<file path="config.mk">
export PLATFORM = sky130hd
export DESIGN_NAME = handshake_rr_arbiter
export DESIGN_NICKNAME = d
export VERILOG_FILES = /design/src/rtl/handshake_rr_arbiter.sv
export SDC_FILE = /design/constraint.sdc
export NUM_CORES = 1
export LEC_CHECK = 0
export CORE_MARGIN = 2
export CORE_UTILIZATION = 40
export CTS_BUF_LIST = sky130_fd_sc_hd__clkbuf_4 sky130_fd_sc_hd__clkbuf_8
export DETAILED_ROUTE_END_ITERATION = 7
export PLACE_DENSITY = 0.85
export SLEW_MARGIN = 0
export SYNTH_ARGS = -nofsm -noshare
export SYNTH_HDL_FRONTEND = slang
export SYNTH_SLANG_ARGS = --single-unit
export TNS_END_PERCENT = 1
</file>
<file path="constraint.sdc">
create_clock -name sclk -period 1.6 [get_ports sclk]
set_input_delay 0.32 -clock sclk [delete_from_list [all_inputs] [get_ports sclk]]
set_output_delay 0.32 -clock sclk [all_outputs]
set_load 0.01 [all_outputs]
</file>
<file path="src/rtl/handshake_rr_arbiter.sv">
// Round-robin arbiter sharing one 4-phase req/ack sender link among NREQ sclk-domain sources.
// The granted word is latched onto data_sout and held for the full req/ack cycle.
module handshake_rr_arbiter #(
  parameter int unsigned NREQ  = 4,
  parameter int unsigned WIDTH = 4,
  parameter int unsigned IDW   = (NREQ > 1) ? $clog2(NREQ) : 1
) (
  input  logic                  sclk,
  input  logic                  reset_n,
  input  logic [NREQ-1:0]       src_valid,
  input  logic [NREQ*WIDTH-1:0] src_data,
  output logic [NREQ-1:0]       src_ready,
  input  logic                  ack,
  output logic                  req,
  output logic [WIDTH-1:0]      data_sout,
  output logic [IDW-1:0]        id_out,
  output logic                  busy
);

  typedef enum logic [1:0] {
    ST_IDLE     = 2'd0,
    ST_SEND     = 2'd1,
    ST_WAIT_LOW = 2'd2
  } state_t;

  state_t            r_state;
  state_t            w_state_nxt;
  logic              r_ack1;
  logic              r_ack_s;
  logic [IDW-1:0]    r_ptr;
  logic [IDW-1:0]    w_ptr_nxt;
  logic              r_req;
  logic              w_req_nxt;
  logic [WIDTH-1:0]  r_data;
  logic [WIDTH-1:0]  w_data_nxt;
  logic [IDW-1:0]    r_id;
  logic [IDW-1:0]    w_id_nxt;
  logic [NREQ-1:0]   r_src_ready;
  logic [NREQ-1:0]   w_src_ready_nxt;
  logic              r_busy;
  logic              w_busy_nxt;

  logic [WIDTH-1:0]  w_words [NREQ];
  logic [IDW-1:0]    w_scan;
  logic              w_gnt_vld;
  logic [IDW-1:0]    w_gnt_idx;

  // Unpack the flat source bus into per-source words.
  always_comb begin
    for (int unsigned i = 0; i < NREQ; i++) begin
      w_words[i] = src_data[i*WIDTH +: WIDTH];
    end
  end

  // First valid source scanning from the round-robin pointer upward, modulo NREQ.
  always_comb begin
    w_gnt_vld = 1'b0;
    w_gnt_idx = '0;
    w_scan    = '0;
    for (int unsigned k = 0; k < NREQ; k++) begin
      w_scan = IDW'((32'(r_ptr) + k) % NREQ);
      if (!w_gnt_vld && src_valid[w_scan]) begin
        w_gnt_vld = 1'b1;
        w_gnt_idx = w_scan;
      end
    end
  end

  // Next-state and next-output logic; all outputs are registered below.
  always_comb begin
    w_state_nxt     = r_state;
    w_ptr_nxt       = r_ptr;
    w_req_nxt       = r_req;
    w_data_nxt      = r_data;
    w_id_nxt        = r_id;
    w_src_ready_nxt = '0;
    case (r_state)
      ST_IDLE: begin
        w_req_nxt = 1'b0;
        // A stale-high synchronised ack blocks new grants until the receiver is idle.
        if (w_gnt_vld && !r_ack_s) begin
          w_data_nxt                 = w_words[w_gnt_idx];
          w_id_nxt                   = w_gnt_idx;
          w_req_nxt                  = 1'b1;
          w_src_ready_nxt[w_gnt_idx] = 1'b1;
          w_ptr_nxt                  = IDW'((32'(w_gnt_idx) + 1) % NREQ);
          w_state_nxt                = ST_SEND;
        end
      end
      ST_SEND: begin
        if (r_ack_s) begin
          w_req_nxt   = 1'b0;
          w_state_nxt = ST_WAIT_LOW;
        end
      end
      ST_WAIT_LOW: begin
        if (!r_ack_s) begin
          w_state_nxt = ST_IDLE;
        end
      end
      default: begin
        w_req_nxt   = 1'b0;
        w_state_nxt = ST_IDLE;
      end
    endcase
    w_busy_nxt = (w_state_nxt != ST_IDLE);
  end

  // State, pointer, ack synchroniser and output registers.
  always_ff @(posedge sclk) begin
    if (!reset_n) begin
      r_state     <= ST_IDLE;
      r_ptr       <= '0;
      r_ack1      <= 1'b0;
      r_ack_s     <= 1'b0;
      r_req       <= 1'b0;
      r_data      <= '0;
      r_id        <= '0;
      r_src_ready <= '0;
      r_busy      <= 1'b0;
    end else begin
      r_state     <= w_state_nxt;
      r_ptr       <= w_ptr_nxt;
      r_ack1      <= ack;
      r_ack_s     <= r_ack1;
      r_req       <= w_req_nxt;
      r_data      <= w_data_nxt;
      r_id        <= w_id_nxt;
      r_src_ready <= w_src_ready_nxt;
      r_busy      <= w_busy_nxt;
    end
  end

  assign src_ready = r_src_ready;
  assign req       = r_req;
  assign data_sout = r_data;
  assign id_out    = r_id;
  assign busy      = r_busy;

endmodule
</file>
==> results of run 1 <==
routing by layer:
| metal | wire, um | up-vias | part of all wire (%) | global-route usage (%) |
|---|---|---|---|---|
| li1 | - | 413 | - | - |
| met1 | 913 | 376 | 44 | 19.2 |
| met2 | 983 | 29 | 48 | 32.0 |
| met3 | 100 | 4 | 4.9 | 1.17 |
| met4 | 60 | 0 | 2.9 | 12.6 |
| met5 | 0 | - | 0 | 0 |
final cells by class:
| cell class | count | area [um^2] |
|---|---|---|
| Clock buffer | 3 | 22.5 |
| Timing Repair Buffer | 48 | 444 |
| Fill cell | 178 | 764 |
| Multi-Input combinational cell | 61 | 499 |
| Tap cell | 28 | 35.0 |
| Inverter | 6 | 22.5 |
| Sequential cell | 18 | 360 |
report_power, final:
part	leakage (nW)	switching (mW)	total, mW	internal (mW)
Sequential	0.148	0.0264	0.514	0.488
Clock	0.0138	0.120	0.208	0.0873
Combinational	0.421	0.162	0.380	0.218
cells in the final DEF, fill, tap and decap left out, drive strengths merged, types with 4 or more instances in the layout:
master / instances
buf: 14
o221ai: 4
clkdlybuf4s50: 30
nand3: 6
a21oi: 6
dlygate4sd2: 4
ha: 4
and3: 5
inv: 6
mux2i: 9
nand2: 6
dfxtp: 18
sequential cells by signal (all words and copies together), names as in the netlist:
| register | count |
|---|---|
| busy | 1 |
| data_sout | 4 |
| id_out | 2 |
| r_ack1 | 1 |
| r_ack_s | 1 |
| r_ptr | 2 |
| r_state | 2 |
| req | 1 |
| src_ready | 4 |
repair_timing:
item                                    in CTS  in global routing
buffers inserted                             2                  0
pin swaps                                    2                  0
resized for setup                            7                  2
endpoints found under the setup margin      10                  6
cell families after synthesis:
logic type	after synthesis	share of synthesized area (%)
simple gates	28	20.1
compound gates	18	16.2
flops	18	40.5
buf+inv	10	5.20
mux	10	11.4
fa+ha+maj	4	5.63
xor+xnor	1	0.985
worst max-delay path by stage:
stage                          start                        end
2_1_floorplan  r_ptr[1]$_SDFFE_PN0P_    src_ready[0]$_SDFF_PN0_
3_3_place_gp            src_valid[0]     id_out[0]$_SDFFE_PN0P_
3_5_place_dp            src_valid[1]  data_sout[1]$_SDFFE_PN0P_
4_1_cts        r_ptr[1]$_SDFFE_PN0P_      r_ptr[1]$_SDFFE_PN0P_
5_1_grt        r_ptr[1]$_SDFFE_PN0P_    src_ready[0]$_SDFF_PN0_
6_report       r_ptr[1]$_SDFFE_PN0P_    src_ready[2]$_SDFF_PN0_
==> results.py, run 1 <==
metrics = {
    "sta": {
        "tns_ns": 0,
        "fin_skew_ns": 0.00479,
        "slew_headroom_pct": 67.2,
        "holdWs_ns": 0.442,
        "rsz0062_at_grt": "true",
        "drv_slew": 0,
        "finalHoldViolCount": 0,
        "fmax_mhz": 642,
        "setup_viol": 0,
        "worstMarginPinSlew_ns": 0.488,
        "fin_ws_ns": 0.0431,
        "period_needed_ns": 1.56,
        "final.period_utilization_pct": 97.3,
    },
    "global_routing": {
        "grt_pass1_wl_um": 3420,
        "grt_overflow": 0,
        "grt_pass1_vias": 834,
        "grt_max_degree": 10,
        "grt_antenna_before_repair": 0,
        "grt_use_total_pct": 17.7,
    },
    "logic_synthesis": {
        "synth_commonest_cells": "dfxtp_1, mux2i_1, nand2_1",
        "synth_top_cell_by_area": "dfxtp_1",
        "dominantRegCellSynth": "dfxtp_1",
        "synth-async-reset-ratio_pct": 0,
        "ys_seq_area_share_pct": 40.5,
        "post-synth-top-count-cell": "dfxtp_1",
        "synth_area_leaders": "dfxtp_1, mux2i_1, ha_1",
        "synth-edff-count": 0,
        "synth-warning-count": 0,
        "synth_cell_type_count": 32,
        "syn_inst": 89,
        "netlist_area_um2": 890,
        "ys_ff_latch": 18,
        "syn_avg_cell_area_um2": 10.0,
        "yosysTopAreaCellShare_pct": 40.5,
        "synth_nets": 116,
    },
    "detailed_routing": {
        "finalWirelength_um": 2060,
        "vias": 822,
        "drc": 0,
        "viasPerCell": 5.01,
        "dr.pass1.iters": 2,
        "wl_per_cell_um": 12.5,
        "drt_iter0_drc": 3,
        "ant_nets": 0,
    },
    "finish": {
        "stdcell_area_mm2": 0.00138,
        "final_nets": 165,
        "area_growth_pct": 55.6,
        "diodes": 0,
        "final_util_pct": 64.4,
        "drive_above_1_share_pct": 23.5,
        "instances_no_fill": 164,
    },
    "worst_setup_path": {
        "worstReg2RegStart": "r_ptr[1]$_SDFFE_PN0P_",
        "path_class": "reg -> reg",
        "path_max_fanout": 4,
        "reg2reg_depth": 6,
        "r2r-end": "src_ready[2]$_SDFF_PN0_",
        "crit_path_end_kind": "flop",
        "critPathSlowestCell": "dfxtp_1",
        "reg2reg_slack_ns": 0.04,
        "crit_buf_inv": 1,
        "critPathMaxStageDelay_ns": 0.39,
        "start_kind": "flop",
        "crit_chain": "mux2i_1 > o32ai_2 > nor2_2 > inv_2 > ha_1 > and3_1",
        "critical_path_arrival_ns": 1.74,
        "crit_family": "flip-flops",
        "required_ns": 1.78,
        "cp_num_cells": 6,
    },
    "cts": {
        "htreeDepth": 1,
        "cts-root-buf": "clkbuf_4",
        "cts_hold_buf": 0,
        "clk_pin_slew_worst_paths_ns": 0.09,
        "cts_buffer_depth": 2,
        "cts_tree": "done",
        "clk_latency_ns": 0.28,
        "cts_buffers": 3,
        "cts.sinks": 18,
    },
    "floorplanning": {
        "die-area_mm2": 0.00262,
        "die_y_um": 51.2,
        "rows": 17,
        "chipWidth_um": 51.2,
        "core_mm2": 0.00215,
        "start_util_pct": 41.4,
        "num_io_pins": 35,
    },
    "power_and_ir_drop": {
        "p_leak_nw": 0.583,
        "p_total_mw": 1.10,
        "powerDensity_mw_per_mm2": 797,
        "peakVddDrop_mv": 0.391,
    },
    "worst_hold_path": {
        "min_from": "r_ack1$_SDFF_PN0_",
        "hp-class": "reg -> reg",
        "worstHoldEndpoint": "r_ack_s$_SDFF_PN0_",
        "worstHoldPathCells": 1,
    },
    "status": {
        "outcome": "finished, final reports clean",
    },
    "placement": {
        "dp_hpwl_um": 1600,
        "gp_congestion": 0.811,
        "dpl.cell_count": 159,
        "pre_cts_ws_ns": -0.463,
        "port_buffers": 34,
        "place_area_mm2": 0.00133,
    },
    "run": {
        "max_cap_violations": 0,
    },
}
No activity file was read; power rests on OpenSTA's default activity.
==> inputs of run 2 (changes only) <==
--- a/config.mk
+++ b/config.mk
@@ -8,6 +8,7 @@
 export CORE_MARGIN = 2
 export CORE_UTILIZATION = 40
 export CTS_BUF_LIST = sky130_fd_sc_hd__clkbuf_4 sky130_fd_sc_hd__clkbuf_8
+export CTS_CLUSTER_DIAMETER = 50
 export DETAILED_ROUTE_END_ITERATION = 7
 export PLACE_DENSITY = 0.85
 export SLEW_MARGIN = 0
==> results of run 2 <==
Same layout as run 1: the final DEF is identical, and so are final timing and power.
